File: src/rtl/uart_pkg.sv
// Shared types and elaboration helpers for the UART transmit/receive blocks.
// UART_PARITY_EN adds the PARITY state to the transmitter state set.
package uart_pkg;

  // Transmitter state set; PARITY exists only when parity is compiled in.
  typedef enum logic [2:0] {
    ST_IDLE   = 3'd0,
    ST_START  = 3'd1,
    ST_DATA   = 3'd2,
`ifdef UART_PARITY_EN
    ST_PARITY = 3'd3,
`endif
    ST_STOP   = 3'd4,
    ST_GAP    = 3'd5
  } uart_tx_state_t;

  // Widest supported character.
  localparam int unsigned MAX_DATA_BITS = 8;

  // Clock cycles per bit-time.
  function automatic int unsigned div_calc(input int unsigned clk_hz,
                                           input int unsigned baud);
    return clk_hz / baud;
  endfunction

  // Width of the character index, never below one bit.
  function automatic int unsigned idx_width(input int unsigned num_bytes);
    return (num_bytes > 1) ? $clog2(num_bytes) : 1;
  endfunction

  // Width of a counter that spans 0..div-1, never below one bit.
  function automatic int unsigned cnt_width(input int unsigned div);
    return (div > 1) ? $clog2(div) : 1;
  endfunction

  // Parity over a character (zero-extended to 8 bits); odd=1 inverts the sense.
  function automatic logic parity_calc(input logic [MAX_DATA_BITS-1:0] data,
                                       input logic odd);
    return (^data) ^ odd;
  endfunction

endpackage

File: src/rtl/uart_baud_tick.sv
// Bit-time timer: restarts on load, advances while enabled and flags the
// last cycle of every DIV-cycle bit-time. Shared with the receiver side.
module uart_baud_tick
  import uart_pkg::*;
#(
  parameter int unsigned DIV = 2
) (
  input  logic clk,
  input  logic rst,
  input  logic load,
  input  logic en,
  output logic tick_c
);

  localparam int unsigned CNT_W = cnt_width(DIV);

  logic [CNT_W-1:0] cnt;

  // Tick on the final cycle of the bit-time so the consumer moves on at its end.
  assign tick_c = en && (cnt == CNT_W'(DIV - 1));

  // Cycle counter, wrapping every DIV enabled cycles.
  always_ff @(posedge clk) begin
    if (rst) begin
      cnt <= '0;
    end else if (load) begin
      cnt <= '0;
    end else if (en) begin
      if (cnt == CNT_W'(DIV - 1)) begin
        cnt <= '0;
      end else begin
        cnt <= cnt + CNT_W'(1);
      end
    end
  end

endmodule

File: src/rtl/uart_frame_tx.sv
// Multi-byte UART transmitter: latches NUM_BYTES characters on start and sends
// them back-to-back with start/data/stop framing and optional inter-byte gap.
// Define UART_PARITY_EN to insert one parity bit after the data bits.
module uart_frame_tx
  import uart_pkg::*;
#(
  parameter int unsigned CLK_HZ     = 50_000_000,
  parameter int unsigned BAUD       = 115200,
  parameter int unsigned DATA_BITS  = 8,
  parameter int unsigned NUM_BYTES  = 2,
  parameter int unsigned STOP_BITS  = 1,
  parameter int unsigned GAP_BITS   = 0,
  parameter int unsigned PARITY_ODD = 0
) (
  input  logic                               clk,
  input  logic                               rst,
  input  logic                               start,
  input  logic [NUM_BYTES*DATA_BITS-1:0]     data_in,
  output logic                               tx,
  output logic                               busy,
  output logic [idx_width(NUM_BYTES)-1:0]    byte_idx,
  output logic                               byte_done,
  output logic                               frame_done
);

  localparam int unsigned DIV     = div_calc(CLK_HZ, BAUD);
  localparam int unsigned IDX_W   = idx_width(NUM_BYTES);
  localparam int unsigned BIT_W   = $clog2(DATA_BITS);
  localparam int unsigned FRAME_W = NUM_BYTES * DATA_BITS;
  localparam int unsigned REP_W   = 4;

  uart_tx_state_t     state;
  logic [FRAME_W-1:0] shreg;
  logic [BIT_W-1:0]   bit_cnt;
  logic [REP_W-1:0]   rep_cnt;
  logic               tick_c;
  logic               baud_load_c;
  logic               baud_en_c;
`ifdef UART_PARITY_EN
  logic               par_bit;
`endif

  // Bit timer is held at zero in IDLE and wraps at every bit boundary.
  assign baud_load_c = (state == ST_IDLE);
  assign baud_en_c   = (state != ST_IDLE);

  uart_baud_tick #(
    .DIV (DIV)
  ) u_baud_tick (
    .clk    (clk),
    .rst    (rst),
    .load   (baud_load_c),
    .en     (baud_en_c),
    .tick_c (tick_c)
  );

  // Frame sequencer; tx and status are registered alongside the state.
  always_ff @(posedge clk) begin
    if (rst) begin
      state      <= ST_IDLE;
      shreg      <= '0;
      bit_cnt    <= '0;
      rep_cnt    <= '0;
      tx         <= 1'b1;
      busy       <= 1'b0;
      byte_idx   <= '0;
      byte_done  <= 1'b0;
      frame_done <= 1'b0;
`ifdef UART_PARITY_EN
      par_bit    <= 1'b0;
`endif
    end else begin
      byte_done  <= 1'b0;
      frame_done <= 1'b0;
      case (state)
        ST_IDLE: begin
          if (start) begin
            shreg    <= data_in;
            byte_idx <= '0;
            tx       <= 1'b0;
            busy     <= 1'b1;
            state    <= ST_START;
          end
        end
        ST_START: begin
          if (tick_c) begin
            bit_cnt <= '0;
            tx      <= shreg[0];
            state   <= ST_DATA;
`ifdef UART_PARITY_EN
            par_bit <= parity_calc(MAX_DATA_BITS'(shreg[DATA_BITS-1:0]), 1'(PARITY_ODD));
`endif
          end
        end
        ST_DATA: begin
          if (tick_c) begin
            shreg <= shreg >> 1;
            if (bit_cnt == BIT_W'(DATA_BITS - 1)) begin
`ifdef UART_PARITY_EN
              tx    <= par_bit;
              state <= ST_PARITY;
`else
              tx      <= 1'b1;
              rep_cnt <= '0;
              state   <= ST_STOP;
`endif
            end else begin
              bit_cnt <= bit_cnt + BIT_W'(1);
              tx      <= shreg[1];
            end
          end
        end
`ifdef UART_PARITY_EN
        ST_PARITY: begin
          if (tick_c) begin
            tx      <= 1'b1;
            rep_cnt <= '0;
            state   <= ST_STOP;
          end
        end
`endif
        ST_STOP: begin
          if (tick_c) begin
            if (rep_cnt == REP_W'(STOP_BITS - 1)) begin
              byte_done <= 1'b1;
              rep_cnt   <= '0;
              if (byte_idx == IDX_W'(NUM_BYTES - 1)) begin
                frame_done <= 1'b1;
                busy       <= 1'b0;
                tx         <= 1'b1;
                state      <= ST_IDLE;
              end else begin
                byte_idx <= byte_idx + IDX_W'(1);
                if (GAP_BITS > 0) begin
                  tx    <= 1'b1;
                  state <= ST_GAP;
                end else begin
                  tx    <= 1'b0;
                  state <= ST_START;
                end
              end
            end else begin
              rep_cnt <= rep_cnt + REP_W'(1);
            end
          end
        end
        ST_GAP: begin
          if (tick_c) begin
            if (rep_cnt == REP_W'(GAP_BITS - 1)) begin
              tx    <= 1'b0;
              state <= ST_START;
            end else begin
              rep_cnt <= rep_cnt + REP_W'(1);
            end
          end
        end
        default: begin
          tx    <= 1'b1;
          busy  <= 1'b0;
          state <= ST_IDLE;
        end
      endcase
    end
  end

endmodule

File: config.mk
export PLATFORM = sky130hd
export DESIGN_NAME = uart_frame_tx
export DESIGN_NICKNAME = d
export VERILOG_FILES = /design/src/rtl/uart_pkg.sv /design/src/rtl/uart_baud_tick.sv /design/src/rtl/uart_frame_tx.sv
export SDC_FILE = /design/constraint.sdc
export NUM_CORES = 1
export LEC_CHECK = 0
export CORE_MARGIN = 2
export CORE_UTILIZATION = 49
export DETAILED_ROUTE_END_ITERATION = 12
export GPL_ROUTABILITY_DRIVEN = 0
export PLACE_DENSITY = 0.74
export SYNTH_ARGS = -nofsm -noshare
export SYNTH_HDL_FRONTEND = slang
export SYNTH_SLANG_ARGS = --single-unit
File: constraint.sdc
create_clock -name clk -period 1.69 [get_ports clk]
set_input_delay 0.338 -clock clk [delete_from_list [all_inputs] [get_ports clk]]
set_output_delay 0.338 -clock clk [all_outputs]
set_load 0.02 [all_outputs]
==> impl_metrics.csv <==
group,metric,value,unit
grt,grt_max_degree,31,
synth,yosysTopAreaCell,"dfxtp_1",
min_path,min_path_type,"flip-flop to flip-flop",
synth,syn_nets,249,
floorplan,num_rows,23,
setup_path,crit_path_end_kind,"flip-flop",
floorplan,die_h,67.4,um
sta,tightest_slew,0.728,ns
min_path,hold_start,"bit_cnt[2]",
drt,vias_per_cell,5.52,
drt,drc,0,
setup_path,crit_fanout,5,
grt,grt_first_pass_wirelength,7.29,mm
clocking,clk_latency,0.30,ns
synth,yosys-top-cells-area,"dfxtp_1, mux2i_1, nor2_1",
grt,grt_pass1_vias,1598,
synth,synth_top_area_frac,0.407,
synth,muxShareOfSynthArea,0.0865,
drt,wl,4.66,mm
clocking,max-clock-path-buffers,2,
setup_path,reg2reg_depth,7,
run_status,status,"complete, but fails checks",
finish,drive_above_1_share,0.256,
setup_path,ff2ff_setup_slack,-0.15,ns
setup_path,cp_slowest_cell,"or4_4",
drt,detail-route-antenna-nets,0,
synth,ys_warn_count,0,
clocking,clkSinkCount,40,
place,placed_cells,314,
pwr,power.density,766,mW/mm^2
setup_path,crit_chain,"inv_2 > ha_4 > nand4b_4 > or4_4 > a211o_4 > or2_0 > a21oi_1",
finish,layout.nets,306,
floorplan,fp.dieW,67.4,um
run_status,violations,"negative setup slack",
sta,min_period,1.84,ns
floorplan,die-area,0.00454,mm^2
clocking,h-tree-depth,2,
synth,synthCells,224,
setup_path,critical_path.max_stage_delay,0.47,ns
floorplan,core,0.00394,mm^2
place,pre_cts_ws,-0.151,ns
clocking,clkTransAtPathRegs,0.08,ns
finish,diodes,0,
setup_path,critPathTopFamily,"simple AND/OR/NAND/NOR gates",
sta,max_freq,0.543,GHz
clocking,cts-root-buf,"clkbuf_8",
sta,slew_headroom,0.508,
min_path,hold_depth,2,
grt,track_usage,0.215,
synth,synth_xor_area_frac,0.0223,
sta,maxSlewViolCount,0,
setup_path,rr_endpoint,"bit_cnt[2]",
place,dpl.hpwl,2.93,mm
synth,synthAdderAreaFrac,0.0382,
grt,antenna_found_initial,0,
synth,seq_area_frac_synth,0.407,
pwr,vdd_ir_drop_max,0.000570,V
clocking,cts_hold_buffers,0,
job,maxCapViolCount,0,
setup_path,cp.depth,7,
synth,synth_top_family_by_area,"simple AND/OR/NAND/NOR gates",
synth,synth_compound_area_frac,0.176,
setup_path,required,1.92,ns
grt,grt_overflow,0,
drt,first_iter_violations,105,
synth,synth-simple-area-share,0.233,
setup_path,cp.arrival,2.07,ns
sta,whs,0.459,ns
sta,rsz0062_at_grt,"true",
clocking,cts_tree,"yes",
synth,synth-seq-cells,40,
finish,area_delta_synth_final,40.1,%
pwr,power.leakage,1.07,nW
sta,finalHoldViolCount,0,
synth,syn_area,0.00197,mm^2
place,portBuffers,23,
setup_path,cp.buffers_inverters,1,
min_path,min_to,"bit_cnt[2]",
floorplan,start_util,0.499,
drt,wl_per_cell,14.1,um
setup_path,crit_path_start_kind,"flip-flop",
sta,min_period_over_period,1.09,
synth,syn_avg_cell_area,8.78,um^2
drt,vias,1827,
sta,finalWorstSetupSlack,-0.150,ns
synth,synth_cell_types,44,
clocking,numCtsBuffers,5,
setup_path,r2r_start,"u_baud_tick.cnt[1]",
sta,setup_tns,-0.627,ns
floorplan,boundaryPins,24,
drt,first_pass_iters,4,
pwr,fin_total_pwr,2.11,mW
sta,final-setup-viol-count,7,
setup_path,crit_type,"flip-flop to flip-flop",
finish,fin_cells,331,
sta,fin_worst_skew,0.00590,ns
[registers in the layout (all words and copies together), names as in the netlist]
signal / flops
tx: 1
byte_done: 1
rep_cnt: 4
state: 3
bit_cnt: 3
busy: 1
shreg: 16
byte_idx: 1
frame_done: 1
u_baud_tick.cnt: 9
[final cells by class]
class,count,area (um^2)
timing repair buffer,62,587
inverter,5,18.8
clock buffer,5,68.8
clock inverter,2,12.5
multi-input combinational,167,1200
sequential,40,807
fill,300,1190
tap,50,62.6
[layer usage]
layer  up-vias  wire, um  track usage
met5         -         0            0
met4         0        89       0.0842
met3        10       228       0.0550
met2        46      2200        0.338
met1       854      2140        0.282
li1        917         -            -
[tightest hold or removal path: cells and delay by family, from the launching register on]
family	cells	cell delay [ns]
compound gates	1	0.05
simple gates	1	0.05
flops	1	0.32
[cell families after synthesis]
logic type      Yosys count
buf+inv                  17
xor+xnor                  5
mux                      17
flops                    40
fa+ha+maj                 6
compound gates           52
simple gates             87
[through the flow]
stage,util,instance area (um^2)
floorplan,-,1990
global route,0.699,2760
CTS,0.672,2650
detailed placement,0.625,2460
finish,0.699,2760
global placement,0.625,2460
[cell usage after synthesis]
library cell / instances
xor2_1: 4
nand4_1: 2
o211ai_1: 1
clkbuf_1: 6
a211o_1: 1
a21oi_1: 15
and3_1: 2
or4b_1: 1
a31oi_1: 1
nor2b_1: 3
o21bai_1: 2
nor4_4: 1
nand4b_2: 1
a22oi_1: 1
xnor2_1: 1
nand2b_1: 6
buf_4: 1
nor4b_1: 1
mux2i_1: 17
nand2_1: 14
nor4bb_1: 1
buf_2: 4
and2_1: 1
inv_1: 5
a221oi_1: 1
nand3_1: 7
o31ai_1: 1
o21ai_2: 1
nand3b_1: 2
nor3_1: 4
nor2_1: 32
ha_1: 6
o41ai_1: 1
a2111oi_2: 1
a22o_1: 1
a21o_1: 2
o21ai_0: 8
or4_4: 1
a211oi_1: 15
or2_0: 2
or3_1: 4
buf_1: 1
nor3b_1: 2
dfxtp_1: 40
[worst max-delay path by stage]
stage / slack [ns] / end / start
5_1_grt: -0.26 / bit_cnt[2] / u_baud_tick.cnt[1]
3_5_place_dp: -0.15 / shreg[14] / start
3_3_place_gp: -0.12 / shreg[6] / start
4_1_cts: -0.15 / bit_cnt[1] / u_baud_tick.cnt[1]
6_report: -0.15 / bit_cnt[2] / u_baud_tick.cnt[1]
2_1_floorplan: -0.06 / bit_cnt[1] / u_baud_tick.cnt[0]
[power breakdown]
| group | switching [mW] | internal, mW |
|---|---|---|
| Clock | 0.349 | 0.280 |
| Sequential | 0.0478 | 1.00 |
| Combinational | 0.196 | 0.238 |
[cell usage in the layout, fill, tap and decap left out, drive strengths merged, types with 2 or more instances in the layout]
cell / Yosys / final
a211oi: 15 / 15
a21o: 2 / 2
a21oi: 15 / 15
and3: 2 / 2
buf: 6 / 38
clkbuf: 6 / 5
clkdlybuf4s50: 0 / 22
dfxtp: 40 / 40
ha: 6 / 6
inv: 5 / 5
mux2i: 17 / 17
nand2: 14 / 14
nand2b: 6 / 6
nand3: 7 / 7
nand3b: 2 / 2
nand4: 2 / 2
nor2: 32 / 32
nor2b: 3 / 3
nor3: 4 / 4
nor3b: 2 / 2
o21ai: 9 / 9
o21bai: 2 / 2
or2: 2 / 2
or3: 4 / 4
xor2: 4 / 4
[what timing repair did]
action / CTS / global route
cloned: 2 / 0
endpoints found under the setup margin: 11 / 29
setup buffers: 3 / 5
pin swaps: 3 / 11
resized for setup: 6 / 16
Note: power is estimated with default switching activity, not from simulation.
